[src/rtl/mycpu_muldiv_pkg.sv]
// Shared definitions for the myCPU multiply/divide unit:
// operation codes, FSM encoding and a small decode helper.
package mycpu_muldiv_pkg;

  localparam logic [2:0] OP_MULT  = 3'b000;
  localparam logic [2:0] OP_MULTU = 3'b001;
  localparam logic [2:0] OP_DIV   = 3'b010;
  localparam logic [2:0] OP_DIVU  = 3'b011;
  localparam logic [2:0] OP_MTHI  = 3'b100;
  localparam logic [2:0] OP_MTLO  = 3'b101;

  typedef enum logic [1:0] {
    IDLE = 2'd0,
    CALC = 2'd1,
    FIX  = 2'd2
  } state_t;

  function automatic logic op_is_signed(
    input logic [2:0] op
  );
    return (op == OP_MULT) || (op == OP_DIV);
  endfunction

endpackage

[src/rtl/mycpu_muldiv_step.sv]
// One iteration of shift-add multiply or restoring divide.
// Accumulator layout: {upper half, lower half}, 2*DATA_WIDTH bits.
import mycpu_muldiv_pkg::*;

module mycpu_muldiv_step #(
  parameter int DATA_WIDTH = 32
) (
  input  logic                      mul_mode,
  input  logic [2*DATA_WIDTH-1:0]   acc,
  input  logic [DATA_WIDTH-1:0]     opnd,
  output logic [2*DATA_WIDTH-1:0]   acc_next,
  output logic                      q_bit
);

  localparam int W = DATA_WIDTH;

  logic [W:0]   add_sum;
  logic [W:0]   rem_sh;
  logic [W:0]   diff;
  logic [W-1:0] addend;
  logic [W-1:0] rem_new;

  // Multiply: add opnd when the current multiplier bit is set, then
  // shift right. Divide: shift in the next dividend bit, try-subtract.
  // For divide the quotient bit is returned separately, LSB left 0.
  always_comb begin
    addend   = acc[0] ? opnd : {W{1'b0}};
    add_sum  = {1'b0, acc[2*W-1:W]} + {1'b0, addend};
    rem_sh   = acc[2*W-1:W-1];
    diff     = rem_sh - {1'b0, opnd};
    rem_new  = rem_sh[W-1:0];
    q_bit    = 1'b0;
    acc_next = '0;
    if (mul_mode) begin
      acc_next = {add_sum, acc[W-1:1]};
    end else begin
      q_bit = ~diff[W];
      if (q_bit) begin
        rem_new = diff[W-1:0];
      end
      acc_next = {rem_new, acc[W-2:0], 1'b0};
    end
  end

endmodule

[src/rtl/mycpu_muldiv.sv]
// Iterative multiply/divide unit with HI/LO registers for the
// myCPU execute stage; one bit per cycle, sign fix-up at the end.
import mycpu_muldiv_pkg::*;

module mycpu_muldiv #(
  parameter int DATA_WIDTH = 32,
  parameter int CNT_WIDTH  = $clog2(DATA_WIDTH) + 1
) (
  input  logic                  clk,
  input  logic                  reset,
  input  logic                  req_valid,
  output logic                  req_ready,
  input  logic [2:0]            req_op,
  input  logic [DATA_WIDTH-1:0] req_a,
  input  logic [DATA_WIDTH-1:0] req_b,
  input  logic                  cancel,
  output logic                  busy,
  output logic                  done,
  output logic [DATA_WIDTH-1:0] hi,
  output logic [DATA_WIDTH-1:0] lo
);

  localparam int W = DATA_WIDTH;
  localparam logic [CNT_WIDTH-1:0] CNT_LAST =
    CNT_WIDTH'(DATA_WIDTH - 1);

  state_t               state;
  logic [CNT_WIDTH-1:0] cnt;
  logic [2*W-1:0]       acc;
  logic [W-1:0]         opnd;
  logic [W-1:0]         a_raw;
  logic                 is_mul;
  logic                 sign_q;
  logic                 sign_r;
  logic                 div_zero;

  logic [2*W-1:0]       step_acc;
  logic                 step_q;
  logic                 op_sgn;
  logic                 op_mul;
  logic                 op_div;
  logic [W-1:0]         abs_a;
  logic [W-1:0]         abs_b;
  logic [2*W-1:0]       prod_fix;
  logic [W-1:0]         quo_fix;
  logic [W-1:0]         rem_fix;

  mycpu_muldiv_step #(
    .DATA_WIDTH(W)
  ) u_step (
    .mul_mode (is_mul),
    .acc      (acc),
    .opnd     (opnd),
    .acc_next (step_acc),
    .q_bit    (step_q)
  );

  assign req_ready = (state == IDLE);
  assign busy      = (state == CALC) || (state == FIX);

  // Request decode and operand magnitudes for signed ops.
  always_comb begin
    op_sgn = op_is_signed(req_op);
    op_mul = (req_op == OP_MULT) || (req_op == OP_MULTU);
    op_div = (req_op == OP_DIV) || (req_op == OP_DIVU);
    abs_a  = (op_sgn && req_a[W-1]) ? -req_a : req_a;
    abs_b  = (op_sgn && req_b[W-1]) ? -req_b : req_b;
  end

  // Final sign correction of product, quotient and remainder.
  always_comb begin
    prod_fix = sign_q ? -acc : acc;
    quo_fix  = sign_q ? -acc[W-1:0] : acc[W-1:0];
    rem_fix  = sign_r ? -acc[2*W-1:W] : acc[2*W-1:W];
  end

  // Control FSM, iteration datapath and HI/LO registers.
  always_ff @(posedge clk or posedge reset) begin
    if (reset) begin
      state    <= IDLE;
      cnt      <= '0;
      acc      <= '0;
      opnd     <= '0;
      a_raw    <= '0;
      is_mul   <= 1'b0;
      sign_q   <= 1'b0;
      sign_r   <= 1'b0;
      div_zero <= 1'b0;
      hi       <= '0;
      lo       <= '0;
      done     <= 1'b0;
    end else begin
      done <= 1'b0;
      unique case (state)
        IDLE: begin
          if (req_valid && !cancel) begin
            if (op_mul || op_div) begin
              state    <= CALC;
              cnt      <= '0;
              is_mul   <= op_mul;
              sign_q   <= op_sgn & (req_a[W-1] ^ req_b[W-1]);
              sign_r   <= op_sgn & req_a[W-1];
              div_zero <= (req_b == '0);
              a_raw    <= req_a;
              if (op_mul) begin
                acc  <= {{W{1'b0}}, abs_b};
                opnd <= abs_a;
              end else begin
                acc  <= {{W{1'b0}}, abs_a};
                opnd <= abs_b;
              end
            end else if (req_op == OP_MTHI) begin
              hi <= req_a;
            end else if (req_op == OP_MTLO) begin
              lo <= req_a;
            end
          end
        end
        CALC: begin
          if (cancel) begin
            state <= IDLE;
            cnt   <= '0;
          end else begin
            if (is_mul) begin
              acc <= step_acc;
            end else begin
              acc <= {step_acc[2*W-1:1], step_q};
            end
            cnt <= cnt + 1'b1;
            if (cnt == CNT_LAST) begin
              state <= FIX;
            end
          end
        end
        FIX: begin
          state <= IDLE;
          cnt   <= '0;
          if (!cancel) begin
            done <= 1'b1;
            if (is_mul) begin
              {hi, lo} <= prod_fix;
            end else if (div_zero) begin
              lo <= '1;
              hi <= a_raw;
            end else begin
              lo <= quo_fix;
              hi <= rem_fix;
            end
          end
        end
        default: begin
          state <= IDLE;
          cnt   <= '0;
        end
      endcase
    end
  end

endmodule
[config.mk]
export PLATFORM = sky130hd
export DESIGN_NAME = mycpu_muldiv
export DESIGN_NICKNAME = d
export VERILOG_FILES = /design/src/rtl/mycpu_muldiv_pkg.sv /design/src/rtl/mycpu_muldiv_step.sv /design/src/rtl/mycpu_muldiv.sv
export SDC_FILE = /design/constraint.sdc
export NUM_CORES = 1
export LEC_CHECK = 0
export CORE_MARGIN = 10
export CORE_UTILIZATION = 45
export CTS_CLUSTER_SIZE = 40
export DETAILED_ROUTE_END_ITERATION = 6
export GPL_TIMING_DRIVEN = 0
export SYNTH_ARGS = -nofsm -noshare
export SYNTH_HDL_FRONTEND = slang
export SYNTH_SLANG_ARGS = --single-unit
[constraint.sdc]
create_clock -name clk -period 10.6 [get_ports clk]
set_input_delay 2.12 -clock clk [delete_from_list [all_inputs] [get_ports clk]]
set_output_delay 2.12 -clock clk [all_outputs]
set_load 0.01 [all_outputs]
* Yosys cells after proc, flatten, opt, wreduce, memory -nomap -nowiden
Cells that the tools add are included.
Storage, ports and cells: bits in registers 205, bits of input ports 71, word-level logic and storage cells 102, output and inout port bits 67
Operators by class: bitwise gates (word level) 4, eq/ne operators 17, reduce and logical (&&, ||, !) cells 20, $add $sub $neg 8, multiplexer cells 41
Operators with widths (number):
- $mux W32 | 21
- $mux W64 | 5
- $neg A32 Y32 | 4
- $pmux W32 S2 | 2
- $pmux W64 S2 | 1
- $neg A64 Y64 | 1
- $add A32 B32 Y33 | 1
- $sub A33 B32 Y33 | 1
- $logic_not A32 Y1 | 1
- $mux W6 | 3
- $pmux W6 S2 | 1
- $mux W2 | 4
- $ne A2 B1 Y1 const B | 4
- $ne A2 B2 Y1 const B | 4
- $add A6 B1 Y6 const B | 1
- $eq A3 B2 Y1 const B | 2
- $eq A3 B3 Y1 const B | 2
- $eq A6 B5 Y1 const B | 1
- $reduce_and A3 Y1 | 2
- $reduce_and A6 Y1 | 1
- $logic_or A1 B1 Y1 | 5
- $reduce_and A5 Y1 | 1
- $pmux W2 S2 | 1
- $reduce_and A4 Y1 | 1
- other kinds (14) | 20

* Longest topological paths before layout
depth after elaboration 8, gate-level depth with buffers 14, gate-level depth less buffers 13

* Modules after synthesis
A second synthesis with hierarchy kept.
Second synthesis, totals: cell total of the unflattened synthesis 2401, area, all modules 18403.9 sq um
Modules (own cells, without submodules):
- mycpu_muldiv | cells an instance 1704, area each 13615.6 sq um, sequential area each 5129.9 sq um, times used 1
- mycpu_muldiv_step | cells an instance 697, area each 4788.3 sq um, sequential area each 0.0 sq um, times used 1

* Worst setup path after synthesis
Ideal clock, no wire load.
kind in2reg, from input req_a[2], to register opnd[27], data required time 10.461 ns, setup slack 5.818 ns, cell stages on the path 8, setup time 0.139 ns, arrival time 4.643 ns, buffers on the path 1, cells stage by stage buf_6 or4_1 or4_4 or3_4 or4_4 o31ai_1 xor2_1 o221ai_1
Between the ends: cells in the longest elaborated chain, start to end 3
Ends and longest elaborated chain:
- start: declaration | RTL line mycpu_muldiv.sv:14 | input logic [DATA_WIDTH-1:0] req_a,
- $neg A32 Y32 | RTL line mycpu_muldiv.sv:66 | abs_a = (op_sgn && req_a[W-1]) ? -req_a : req_a;
- $mux W32 | RTL line mycpu_muldiv.sv:66
- $mux W32 | RTL line mycpu_muldiv.sv:105 | if (op_mul) begin
- end signal: assignment | RTL line mycpu_muldiv.sv:107 | opnd <= abs_a;
- end signal: assignment | RTL line mycpu_muldiv.sv:110 | opnd <= abs_b;
- end: declaration | RTL line mycpu_muldiv.sv:30 | logic [W-1:0] opnd;
Every way passes these cells. A chain may end at the register's enable or synchronous reset.

* Worst setup path after layout
from input req_a[1], to register acc[26]
Between the ends: cells in the longest elaborated chain, start to end 6
Ends and longest elaborated chain:
- $neg A32 Y32 | RTL line mycpu_muldiv.sv:66
- $mux W32 | RTL line mycpu_muldiv.sv:66
- $mux W32 | RTL line mycpu_muldiv.sv:105
- $mux W64 | RTL line mycpu_muldiv.sv:97 | if (op_mul || op_div) begin
- $mux W64 | RTL line mycpu_muldiv.sv:96 | if (req_valid && !cancel) begin
- $pmux W64 S2 | RTL line mycpu_muldiv.sv:94 | unique case (state)
- end signal: assignment | RTL line mycpu_muldiv.sv:106 | acc <= {{W{1'b0}}, abs_b};
- end signal: assignment | RTL line mycpu_muldiv.sv:109 | acc <= {{W{1'b0}}, abs_a};
- end signal: assignment | RTL line mycpu_muldiv.sv:125 | acc <= step_acc;
- end: declaration | RTL line mycpu_muldiv.sv:29 | logic [2*W-1:0] acc;
Every way passes these cells. The select of a mux whose other input is x is not followed.

==> results.md <==
| Group | Result | Reported |
|:---|:---|:---|
| critical path | Category of the most critical setup path | in2reg |
| floorplanning | Row count | 71 |
| clocking | Number of buffers between clock root and the deepest sink | 3 |
| route | DR vias | 18,620 |
| logic synthesis | Number of enable flip-flop cells after synthesis | 0 |
| logic synthesis | Most common flop cell mapped by yosys | sky130_fd_sc_hd__dfrtp_1 |
| logic synthesis | Dominant cell type by area after synthesis | sky130_fd_sc_hd__dfrtp_1 |
| power | Switching part of the total | 50.32% |
| critical path | Maximum fanout along the worst path | 4 |
| power | Power share of the clock group | 13.5% |
| status | Run status | finished, final reports clean |
| floorplanning | Die X | 215.5 µm |
| logic synthesis | Number of warnings printed during yosys synthesis | 0 |
| logic synthesis | Post-synthesis cell type count | 82 |
| final layout | Layout cells sized above 1 | 3.970% |
| final layout | Total number of nets in the final design | 2,549 |
| sta | Slew @ Worst Pin | 1.027 ns |
| clocking | Post-CTS setup repair buffer count | 0 |
| power | Cell leakage power | 0.008294 µW |
| floorplanning | Die span in y | 215.5 µm |
| clocking | Clk Latency, worst-skew pair | 0.57 ns |
| power | Net load switching power | 3359 µW |
| clocking | Maximum level of the CTS H-tree | 1 |
| final layout | Antenna Diode Count | 0 |
| place | Number of port buffers | 133 |
| critical path | Startpoint Class | input pin |
| route | Number of remaining DRC errors | 0 |
| critical path | CP max-delay cell | sky130_fd_sc_hd__or4_1 |
| floorplanning | CORE AREA | 37,670 µm² |
| critical path | Worst flop-to-flop path startpoint | acc[10]$_DFFE_PP0P_ |
| logic synthesis | Sequential fraction of the synthesis area | 29.82% |
| hold path | Path category of the worst min-delay check | reg2reg |
| run | Number of maximum-capacitance constraint violations | 0 |
| floorplanning | Ports | 138 |
| place | Detailed-placement wirelength estimate | 61.47 mm |
| grt | GRT Util Overall | 31.98% |
| clocking | Clock root cell | sky130_fd_sc_hd__clkbuf_16 |
| critical path | Required @ worst endpoint | 11.04 ns |
| clocking | Number of sinks handled by clock tree synthesis | 205 |
| logic synthesis | Yosys top cell area share | 29.82% |
| grt | Antenna violations before repair | 3 |
| final layout | Syn-to-layout area delta | 16.62% |
| critical path | Data arrival time of the critical path | 5.94 ns |
| route | Drt first pass iters | 6 |
| place | Cell count after placement | 2,887 |
| sta | Clock Skews | 0.02871 ns |
| clocking | CTS tree | yes |
| power | Cell-internal power | 3317 µW |
| final layout | Final Non-Filler Cells | 2,929 |
| sta | Number of endpoints failing setup at the final stage | 0 |
| sta | Tcrit/Tclk final | 51.92% |
| hold path | Hold path start | a_raw[6]$_DFFE_PP0P_ |
| power | Worst IR drop on VDD | 161.1 µV |
| power | Register share of total power | 23.3% |
| final layout | Final-layout fill cell count | 3,719 |
| grt | Maximum number of pins on one net before global-route repair | 87 |
| sta | Max Clock Freq | 0.1817 GHz |
| logic synthesis | Mean instance size in the synthesized netlist | 7.675 µm² |
| grt | Global-route congestion overflow total | 0 |
| power | Power density cells | 332.8 nW/µm² |
| critical path | Critical Path End Type | flop |
| grt | Number of global-route vias before repair | 17,240 |
| route | Aggregate routed wire length | 77.99 mm |
| grt | Wire length of the first global-routing pass | 113.9 mm |
| sta | Sum of negative setup slack | 0 ns |
| route | Initial detailed-routing violation count | 2,216 |
| sta | Post-layout minimum cycle time | 5.503 ns |
| route | Average wire length per cell after detail routing | 26.63 µm |
| final layout | Final design instance area without fill | 20,060 µm² |
| floorplanning | Overall die area | 46,440 µm² |
| route | Via density per instance | 6.357 |
| clocking | Clock Pin Slew Worst Setup and Hold Paths | 0.06 ns |
| route | Final ANT Viol Nets | 0 |
| logic synthesis | Gate Count Post-Synth | 2,241 |
| clocking | Number of buffers added to fix hold violations after cts | 0 |
| sta | Hold Violations, Final | 0 |
| logic synthesis | Share of flip-flops with an asynchronous set or reset | 100.0% |
| clocking | Count of instances resized after the clock tree is built | 0 |
| critical path | Sequence of cells on the critical path | clkdlybuf4s50_1 > inv_1 > ha_1 > or4b_1 > or3_1 > or4_1 > o21ai_1 > nand2_1 > xnor2_1 > nor2_1 > a221oi_1 > o21ai_0 |
| sta | Setup repair after global routing missed its margin | false |
| place | Final RePlAce weighted congestion | 0.9850 |
| logic synthesis | Cell Area, Synth | 17,200 µm² |
| sta | Count of pins over their slew limit | 0 |
| power | Share of total power in combinational logic | 63.2% |
| critical path | CP startpoint | req_a[1] |
| logic synthesis | Nets in the synthesized netlist | 2,386 |
| place | Post-DP Area | 19,230 µm² |
| clocking | Inserted Clock Buffers | 26 |
| logic synthesis | Count of state elements after synthesis | 205 |
| sta | Worst relative slew slack | 30.88% |
| floorplanning | Initial cell density of the core | 45.67% |
| critical path | Peak per-stage delay on the critical path | 0.63 ns |
| logic synthesis | Ranking of synthesized cells by area | sky130_fd_sc_hd__dfrtp_1 (30%), sky130_fd_sc_hd__o21ai_0 (7.3%), sky130_fd_sc_hd__nand2_1 (6.5%) |
==> sequential cells by signal, summed over array words and instances (netlist names) <==
name / cells
a_raw: 32
div_zero: 1
acc: 64
sign_r: 1
done: 1
sign_q: 1
is_mul: 1
cnt: 6
hi: 32
lo: 32
opnd: 32
state: 2
==> power groups by stage <==
stage	sequential, µW	clock, µW	combinational [µW]
6_report	1560	899	4220
5_1_grt	1580	923	4580
4_1_cts	1530	900	4140
3_5_place_dp	1550	0	4120
3_3_place_gp	1540	0	4060
2_1_floorplan	1430	0	2750
==> stage by stage <==
step / utilization, % / worst slack (ns) / hold WS (ns) / power, µW
6_report: 53.26 / 5.097 / 0.4711 / 6676
2_1_floorplan: - / 2.884 / 0.4401 / 4179
4_1_cts: 53.26 / 5.240 / 0.4749 / 6576
5_1_grt: 53.26 / 4.981 / 0.4827 / 7079
3_3_place_gp: 50.90 / -0.2931 / 0.4566 / 5600
3_5_place_dp: 51.06 / 4.689 / 0.4596 / 5666
==> critical path: cells and delay by family <==
kind | cells | cell delay, ns
AO/OA/AOI/OAI | 3 | 0.66
XOR/XNOR | 1 | 0.45
adder cells (fa/ha/maj) | 1 | 0.23
buffers and inverters | 2 | 0.76
AND/OR/NAND/NOR | 5 | 1.71
==> cells in the mapped netlist (all sizes together) (5+ instances only) <==
master / n
a22oi: 21
o22ai: 31
nor3: 38
mux2: 33
and2: 13
or3: 21
inv: 67
ha: 72
a31oi: 15
a21o: 29
a211o: 6
nor2b: 13
nor4: 17
nor3b: 6
mux2i: 32
clkbuf: 142
xor2: 76
nor2: 190
nand2: 300
a21oi: 202
o221ai: 16
o211ai: 25
xnor2: 99
and3: 44
a21boi: 5
a221oi: 6
nand3b: 8
nand2b: 19
o31ai: 37
or4: 16
o41ai: 16
buf: 15
a211oi: 34
o21ai: 255
o21a: 8
nand4: 15
nand3: 25
dfrtp: 205
==> layout by cell type (no fill, tap or decap), drive strengths merged, types with 16 or more instances in the layout <==
cell type / n
nand2: 300
o21ai: 255
dfrtp: 205
a21oi: 202
nor2: 190
clkbuf: 174
clkdlybuf4s50: 133
xnor2: 99
xor2: 76
ha: 72
inv: 67
and3: 44
nor3: 38
o31ai: 37
a211oi: 34
mux2: 33
mux2i: 32
o22ai: 31
a21o: 29
nand3: 25
o211ai: 25
a22oi: 21
or3: 21
nand2b: 19
nor4: 17
buf: 17
o221ai: 16
o41ai: 16
or4: 16
==> cell families (layout without fill, tap and decap cells) <==
logic type | count (synthesis) | after routing | share of synthesized area (%)
compound gates | 753 | 753 | 26.70
xor+xnor | 175 | 175 | 8.911
fa+ha+maj | 74 | 74 | 5.470
buf+inv | 226 | 403 | 5.099
flops | 205 | 205 | 29.82
mux | 65 | 65 | 4.023
simple gates | 743 | 743 | 19.97
==> final timing paths <==
check | endpoint | slack (ns) | depth (start not counted)
hold reg to reg | a_raw[6]$_DFFE_PP0P_ | 0.47 | 2
min in group asynchronous | hi[7]$_DFFE_PP0P_ | 1.94 | 2
hold / removal | a_raw[6]$_DFFE_PP0P_ | 0.47 | 2
max in group asynchronous | acc[58]$_DFFE_PP0P_ | 7.50 | 4
setup reg to reg | hi[21]$_DFFE_PP0P_ | 6.08 | 10
setup / recovery | acc[26]$_DFFE_PP0P_ | 5.10 | 12
==> cell type report <==
cell class	instances	area, µm²	area share, %
well taps	511	639.4	3.187
inverters	69	266.5	1.329
multi-input cells	1810	11190	55.80
repair buffers	135	1386	6.911
plain buffers	157	618.1	3.081
clock inverters	10	111.4	0.5551
flip-flops and latches	205	5130	25.57
clock buffers	32	714.4	3.562
==> metal layers <==
metal	part of all wire, %	GRT usage [%]	vias up	wire length, µm
li1	-	-	8420	-
met1	42	43.02	9037	32720
met2	44	49.67	1007	34440
met3	9.2	5.455	156	7172
met4	4.7	13.68	0	3663
met5	0	0	-	0
Note: power is estimated with default switching activity, not from simulation.
